### config.mk
export PLATFORM = sky130hd
export DESIGN_NAME = usb_crc_tx_flat
export DESIGN_NICKNAME = d
export VERILOG_FILES = /design/src/rtl/usb_crc_tx_if.sv /design/src/rtl/usb_crc_tx.sv /design/src/flat_wrapper.sv
export SDC_FILE = /design/constraint.sdc
export NUM_CORES = 1
export LEC_CHECK = 0
export CORE_UTILIZATION = 42
export DETAILED_ROUTE_END_ITERATION = 10
export PLACE_DENSITY_LB_ADDON = 0.2
export SETUP_SLACK_MARGIN = 0.3
export SLEW_MARGIN = 40
export SYNTH_ARGS = -nofsm -noshare
export SYNTH_HDL_FRONTEND = slang
export SYNTH_SLANG_ARGS = --single-unit
### constraint.sdc
create_clock -name clk -period 2.5 [get_ports clk]
set_clock_uncertainty 0.2 [all_clocks]
set_input_delay 0.75 -clock clk [delete_from_list [all_inputs] [get_ports clk]]
set_output_delay 0.75 -clock clk [all_outputs]
set_load 0.1 [all_outputs]
### src/rtl/usb_crc_tx_if.sv
// Byte-stream handshake into the USB CRC serializer: payload byte, framing
// (tx_last / last_bits) and the tx_valid/tx_ready acceptance pair.
interface usb_crc_tx_if;
  logic [7:0] tx_data;
  logic       tx_valid;
  logic       tx_last;
  logic [2:0] last_bits;
  logic       tx_ready;

  modport master (output tx_data, tx_valid, tx_last, last_bits, input tx_ready);
  modport slave  (input tx_data, tx_valid, tx_last, last_bits, output tx_ready);
endinterface

### src/rtl/usb_crc_tx.sv
// USB packet serializer: shifts payload bits LSB first, then a CRC5/CRC16 remainder MSB first.
// USB_CRC_COMPLIANT_EN: all-ones CRC preset and complemented CRC on the wire; default is zero preset, true remainder.
module usb_crc_tx (
  input  logic         clk,
  input  logic         n_rst,
  input  logic         shift_enable,
  input  logic         tx_start,
  input  logic         crc_sel,
  usb_crc_tx_if.slave  bus,
  output logic         tx_bit,
  output logic         tx_bit_valid,
  output logic         busy,
  output logic         tx_done
);

`ifdef USB_CRC_COMPLIANT_EN
  localparam logic [15:0] CRC_PRESET = 16'hFFFF;
  localparam logic [15:0] CRC_XOROUT = 16'hFFFF;
`else
  localparam logic [15:0] CRC_PRESET = 16'h0000;
  localparam logic [15:0] CRC_XOROUT = 16'h0000;
`endif

  typedef enum logic [2:0] {IDLE, LOAD, DATA, CRC, DONE} state_t;

  state_t      state, state_nx;
  logic        sel_q;
  logic        last_q;
  logic [7:0]  byte_sr;
  logic [3:0]  bit_cnt;
  logic [15:0] crc_q, crc_nx;
  logic [15:0] crc_sr;
  logic [4:0]  crc_cnt;

  // One CRC step on the bit about to leave; CRC5 lives in crc_q[4:0].
  function automatic logic [15:0] crc_step(input logic sel, input logic [15:0] c, input logic b);
    logic [15:0] r;
    r = '0;
    if (sel) begin
      r = {c[14:0], 1'b0};
      if (b ^ c[15]) r = r ^ 16'h8005;
    end else begin
      r[4:0] = {c[3:0], 1'b0};
      if (b ^ c[4]) r[4:0] = r[4:0] ^ 5'h05;
    end
    return r;
  endfunction

  assign crc_nx       = crc_step(sel_q, crc_q, byte_sr[0]);
  assign bus.tx_ready = (state == LOAD);
  assign busy         = (state != IDLE);
  assign tx_done      = (state == DONE);

  always_ff @(posedge clk or negedge n_rst) begin
    if (!n_rst) state <= IDLE;
    else        state <= state_nx;
  end

  always_comb begin
    state_nx = state;
    case (state)
      IDLE: if (tx_start) state_nx = LOAD;
      LOAD: if (bus.tx_valid) state_nx = DATA;
      DATA: if (shift_enable && bit_cnt == 4'd1) state_nx = last_q ? CRC : LOAD;
      CRC:  if (shift_enable && crc_cnt == 5'd0) state_nx = DONE;
      DONE: state_nx = IDLE;
      default: state_nx = IDLE;
    endcase
  end

  always_ff @(posedge clk or negedge n_rst) begin
    if (!n_rst) begin
      sel_q        <= 1'b0;
      last_q       <= 1'b0;
      byte_sr      <= '0;
      bit_cnt      <= '0;
      crc_q        <= '0;
      crc_sr       <= '0;
      crc_cnt      <= '0;
      tx_bit       <= 1'b0;
      tx_bit_valid <= 1'b0;
    end else begin
      case (state)
        IDLE: if (tx_start) begin
          crc_q <= CRC_PRESET;
          sel_q <= crc_sel;
        end
        LOAD: begin
          // A strobe landing in the accept cycle is consumed by the load, not emitted.
          if (bus.tx_valid) begin
            byte_sr <= bus.tx_data;
            last_q  <= bus.tx_last;
            bit_cnt <= (bus.tx_last && bus.last_bits != 3'd0) ? {1'b0, bus.last_bits} : 4'd8;
          end else begin
            tx_bit_valid <= 1'b0;
          end
        end
        DATA: if (shift_enable) begin
          tx_bit       <= byte_sr[0];
          tx_bit_valid <= 1'b1;
          byte_sr      <= {1'b0, byte_sr[7:1]};
          crc_q        <= crc_nx;
          bit_cnt      <= bit_cnt - 4'd1;
          // Freeze the remainder left-aligned so the CRC phase always shifts from bit 15.
          if (bit_cnt == 4'd1 && last_q) begin
            crc_sr  <= sel_q ? (crc_nx ^ CRC_XOROUT) : {crc_nx[4:0] ^ CRC_XOROUT[4:0], 11'd0};
            crc_cnt <= sel_q ? 5'd16 : 5'd5;
          end
        end
        CRC: if (shift_enable) begin
          if (crc_cnt == 5'd0) begin
            tx_bit_valid <= 1'b0;
          end else begin
            tx_bit       <= crc_sr[15];
            tx_bit_valid <= 1'b1;
            crc_sr       <= {crc_sr[14:0], 1'b0};
            crc_cnt      <= crc_cnt - 5'd1;
          end
        end
        DONE: tx_bit_valid <= 1'b0;
        default: ;
      endcase
    end
  end

endmodule

### src/flat_wrapper.sv
// flat-port wrapper written by rule: the top's interface ports become plain ports
module usb_crc_tx_flat 
  (clk, n_rst, shift_enable, tx_start, crc_sel, tx_bit, tx_bit_valid, busy, tx_done, bus_tx_data, bus_tx_valid, bus_tx_last, bus_last_bits, bus_tx_ready);
  usb_crc_tx_if bus_i ();
  input  logic clk;
  input  logic n_rst;
  input  logic shift_enable;
  input  logic tx_start;
  input  logic crc_sel;
  output logic tx_bit;
  output logic tx_bit_valid;
  output logic busy;
  output logic tx_done;
  input wire logic [$bits(bus_i.tx_data)-1:0] bus_tx_data;
  input wire logic [$bits(bus_i.tx_valid)-1:0] bus_tx_valid;
  input wire logic [$bits(bus_i.tx_last)-1:0] bus_tx_last;
  input wire logic [$bits(bus_i.last_bits)-1:0] bus_last_bits;
  output wire logic [$bits(bus_i.tx_ready)-1:0] bus_tx_ready;
  assign bus_i.tx_data = bus_tx_data;
  assign bus_i.tx_valid = bus_tx_valid;
  assign bus_i.tx_last = bus_tx_last;
  assign bus_i.last_bits = bus_last_bits;
  assign bus_tx_ready = bus_i.tx_ready;
  usb_crc_tx u_core (.clk(clk), .n_rst(n_rst), .shift_enable(shift_enable), .tx_start(tx_start), .crc_sel(crc_sel), .bus(bus_i), .tx_bit(tx_bit), .tx_bit_valid(tx_bit_valid), .busy(busy), .tx_done(tx_done));
endmodule
# Word-level counts from Yosys, hierarchy flattened
# Index checks and enable logic that the tools add are counted.
[word_totals]
reg_bits = 56
[op_classes]
n_mux = 41
bitwise_logic = 4
add_sub_neg = 2
n_eq_ne = 14
reduce_logical = 20
[op_table]
columns = ["cell", "count"]
rows = [
  ["16-bit two-way mux", 8],
  ["16-bit one-hot mux with 2 select lines", 2],
  ["5-bit two-way mux", 6],
  ["8-bit two-way mux", 2],
  ["8-bit one-hot mux with 2 select lines", 1],
  ["3-bit two-way mux", 5],
  ["4-bit two-way mux", 3],
  ["2-bit inequality test, second input constant", 6],
  ["3-bit one-hot mux with 4 select lines", 1],
  ["4-bit AND reduction", 3],
  ["11-bit two-way mux", 1],
  ["5-bit one-hot mux with 2 select lines", 1],
  ["4-bit one-hot mux with 2 select lines", 1],
  ["1-bit two-way mux", 7],
  ["3-bit by 2-bit equality test with 1-bit output, second input constant", 2],
  ["2-bit by 1-bit inequality test with 1-bit output, second input constant", 3],
  ["3-bit AND reduction", 2],
  ["2-bit nonzero test", 3],
  ["3-bit nonzero test", 2],
  ["5-bit logical NOT", 1],
  ["5-bit AND reduction", 1],
  ["5-bit by 1-bit subtractor with 5-bit output, second input constant", 1],
  ["4-bit by 1-bit equality test with 1-bit output, second input constant", 1],
  ["1-bit logical AND", 4],
  ["other kinds (12)", 14],
]

# Logic depth before layout (Yosys ltp)
[logic_depth]
depth_word = 7
depth_mapped = 7
depth_no_buf = 6

# Worst setup path after synthesis
# Ideal clock, no wire load.
[synth_path]
path_type = "flip-flop to output port"
start = "register u_core.state[0]"
end = "output port tx_done"
required_time_ps = 1550
stages_incl_launch_ff = 4
arrival_time_ps = 1978
slack_ps = -428
path_cell_list = "dfrtp_1 -> buf_2 -> nand2b_1 -> nor2_1"
[synth_via]
elab_chain_len = 1
[synth_lines]
columns = ["item", "line", "text"]
rows = [
  ["start: declaration", "usb_crc_tx.sv:26", "state_t state, state_nx;"],
  ["start signal: assignment", "usb_crc_tx.sv:56", "else state <= state_nx;"],
  ["3-bit equality test", "usb_crc_tx.sv:52", "assign tx_done = (state == DONE);"],
  ["end: declaration", "flat_wrapper.sv:13", "output logic tx_done;"],
]
# Every way passes these cells.

# Worst setup path after layout
# Same ends and word-level chain as after synthesis.

==> flow_metrics.env <==
export IMPL_ys_warnings_count=0
export IMPL_layout_drive_gt1_share=0.206
export IMPL_n_fill_cell=589
export IMPL_synth_ff_type="dfrtp_1"
export IMPL_layoutNonFillerInstCount=403
export IMPL_dp_hpwl_um=3900
export IMPL_dpl_worst_slack_ns=-0.0880
export IMPL_fin_ws_ns=0.298
export IMPL_synth_edf_count=0
export IMPL_arrival_ns=1.25
export IMPL_layout_nets=346
export IMPL_areaGrowthSynthToFinish_pct=23.4
export IMPL_clkTransAtPathRegs_ns=0.11
export IMPL_coreArea_um2=6420
export IMPL_fin_setup_tns_ns=0
export IMPL_tightestPinTransition_ns=0.566
export IMPL_h_tree_depth=2
export IMPL_hp_class="input pin to async pin"
export IMPL_grt_busiest_layer="met2"
export IMPL_period_share=0.881
export IMPL_crit_type="register to output pin"
export IMPL_rsz0062_at_grt="yes"
export IMPL_async_reset_ff_frac=1.00
export IMPL_n_antenna_cell=0
export IMPL_clkLatencyLatePin_ns=0.31
export IMPL_gr_usage_met3=0.0334
export IMPL_cts_made_buffers=5
export IMPL_hold_violations=0
export IMPL_rows=29
export IMPL_synth_fp_nets=306
export IMPL_num_vias=2235
export IMPL_die_x_um=84.1
export IMPL_cts_tree="yes"
export IMPL_fin_crit_ns=2.20
export IMPL_final_max_slew_viol_count=0
export IMPL_synth_seq_cells=56
export IMPL_totalWireLength_um=5970
export IMPL_die_area_um2=7080
export IMPL_ant_nets=0
export IMPL_drcViolationCount=0
export IMPL_critical_path_required_ns=1.55
export IMPL_post_drt_wl_per_cell_um=14.8
export IMPL_grt_pass1_vias=2138
export IMPL_cts_hold_buf=0
export IMPL_cp_end_kind="output pin"
export IMPL_drt_iter0_markers=100
export IMPL_placed_cells=382
export IMPL_syn_area_um2=2830
export IMPL_postLayoutCoreUtil=0.545
export IMPL_synthTopCellsByArea="dfrtp_1 (49%), a22o_1 (5.3%), nand2_1 (4.0%)"
export IMPL_start_util=0.441
export IMPL_clockBufferDepth=2
export IMPL_drt_pass1_iter_count=4
export IMPL_overflow=0
export IMPL_cp_cell_sequence="nand2b_1 -> nor2_4 -> buf_12"
export IMPL_antenna_found_initial=0
export IMPL_cp_max_fo=4
export IMPL_setup_viol=0
export IMPL_vias_per_cell=5.55
export IMPL_ir_drop_mv=0.513
export IMPL_synth_cells=285
export IMPL_yosysUniqueCellTypes=48
export IMPL_grt_pass1_wl_um=9940
export IMPL_gp_congestion=0.747
export IMPL_grt_max_degree=35
export IMPL_clock_sinks=56
export IMPL_yosys_area_top_type_share=0.494
export IMPL_p_total_uw=4480
export IMPL_cts_root_buf="clkbuf_8"
export IMPL_netlist_top_cell_by_area="dfrtp_1"
export IMPL_port_buffer_count=22
export IMPL_cp_slowest_cell="dfrtp_2"
export IMPL_slew_headroom=0.622
export IMPL_ys_seq_area_frac=0.494
export IMPL_grtUsageTotal=0.175
export IMPL_cpPeakStageDelay_ns=0.45
export IMPL_max_freq_mhz=454
export IMPL_maxCapViolCount=0
export IMPL_startpoint_type="register"
export IMPL_groute_layer_met2_usage=0.282
export IMPL_use_met1=0.238
export IMPL_status="finished clean"
export IMPL_io_pin_count=23
export IMPL_die_h_um=84.1
export IMPL_syn_avg_cell_area_um2=9.94
export IMPL_powerDensity_nw_per_um2=1280
export IMPL_leakage_uw=0.00158
==> report_power, final <==
part	total, uW	switching [uW]	internal [uW]	leakage [uW]
Sequential	1570	315	1260	0.000704
Combinational	2400	1310	1090	0.000833
Clock	504	304	200	0.0000445
==> through the flow <==
step	hold WS (ns)	area (um2)
global route	0.249	3500
finish	0.216	3500
detailed placement	0.266	3240
global placement	0.263	3240
CTS	0.222	3400
floorplan	0.248	2850
==> sequential cells by signal, indices dropped and copies added, names as in the netlist <==
name / count
u_core.crc_cnt: 5
u_core.last_q: 1
u_core.tx_bit_valid: 1
u_core.state: 3
u_core.tx_bit: 1
u_core.bit_cnt: 4
u_core.crc_q: 16
u_core.crc_sr: 16
u_core.byte_sr: 8
u_core.sel_q: 1
==> final timing paths <==
check / slack [ns] / end / cells after the start / start
min reg2reg: 0.29 / u_core.crc_sr[0] / 2 / u_core.crc_sr[0]
min in group clk: 0.29 / u_core.crc_sr[0] / 2 / u_core.crc_sr[0]
max reg2reg: 0.42 / u_core.crc_sr[15] / 8 / u_core.crc_cnt[0]
min: 0.22 / u_core.tx_bit_valid / 1 / n_rst
max: 0.30 / tx_done / 3 / u_core.state[0]
max in group asynchronous: 1.29 / u_core.crc_q[12] / 2 / n_rst
==> cells in the mapped netlist, types with 9 or more instances <==
cell type  instances
o21ai_1            9
inv_1             10
nand2_1           30
nand3_1           16
mux2i_1           11
a21oi_1           10
a22o_1            17
dfrtp_1           56
o21ai_0           16
buf_2             12
nor2_1            24
a31oi_1           12
==> cell families (layout without fill, tap and decap cells) <==
logic type,Yosys count,count (layout),synth area share
buffers and inverters,30,69,0.0517
adder cells (fa/ha/maj),3,3,0.0132
AND/OR/NAND/NOR,95,95,0.174
flip-flops,56,56,0.494
XOR/XNOR,7,7,0.0216
multiplexers,14,14,0.0508
AO/OA/AOI/OAI,80,82,0.194
==> layout by cell type, fill, tap and decap left out, types with 3 or more instances in the layout <==
cell type,count
a22o_1,17
o21ai_1,10
mux2i_1,11
mux2_2,3
clkdlybuf4s50_1,15
nor2_1,21
nor2b_1,3
buf_4,27
nand3_1,16
o31ai_1,3
a31oi_1,12
xnor2_1,5
dfrtp_1,54
a21oi_1,10
nand2_1,30
inv_1,9
clkbuf_8,5
o21ai_0,15
nor3b_1,3
buf_12,6
==> per-layer routing <==
| metal | up-vias | part of all wire |
|---|---|---|
| met1 | 1098 | 0.47 |
| met3 | 4 | 0.030 |
| met5 | - | 0 |
| li1 | 1103 | - |
| met4 | 0 | 0.0074 |
| met2 | 30 | 0.49 |
==> final cells by class <==
class                           count  area [um2]  area share
Tap cell                           77        96.3      0.0275
Clock inverter                      3        21.3     0.00608
Clock buffer                        5        68.8      0.0197
Inverter                           10        37.5      0.0107
Timing Repair Buffer               51         505       0.144
Multi-Input combinational cell    201        1370       0.390
Sequential cell                    56        1400       0.401
==> repair_timing <==
action                                  4_1_cts  5_1_grt
gates resized for setup                       5       11
setup buffers                                 7        4
pin swaps                                     0        4
endpoints found under the setup margin       20       44
cloned                                        0        2
==> worst max-delay path, delay by kind of cell (launching register included) <==
| kind | cells | cell delay (ns) |
|---|---|---|
| flops | 1 | 0.45 |
| simple gates | 2 | 0.32 |
| buf+inv | 1 | 0.18 |
Power figures use the tool's default switching activity.
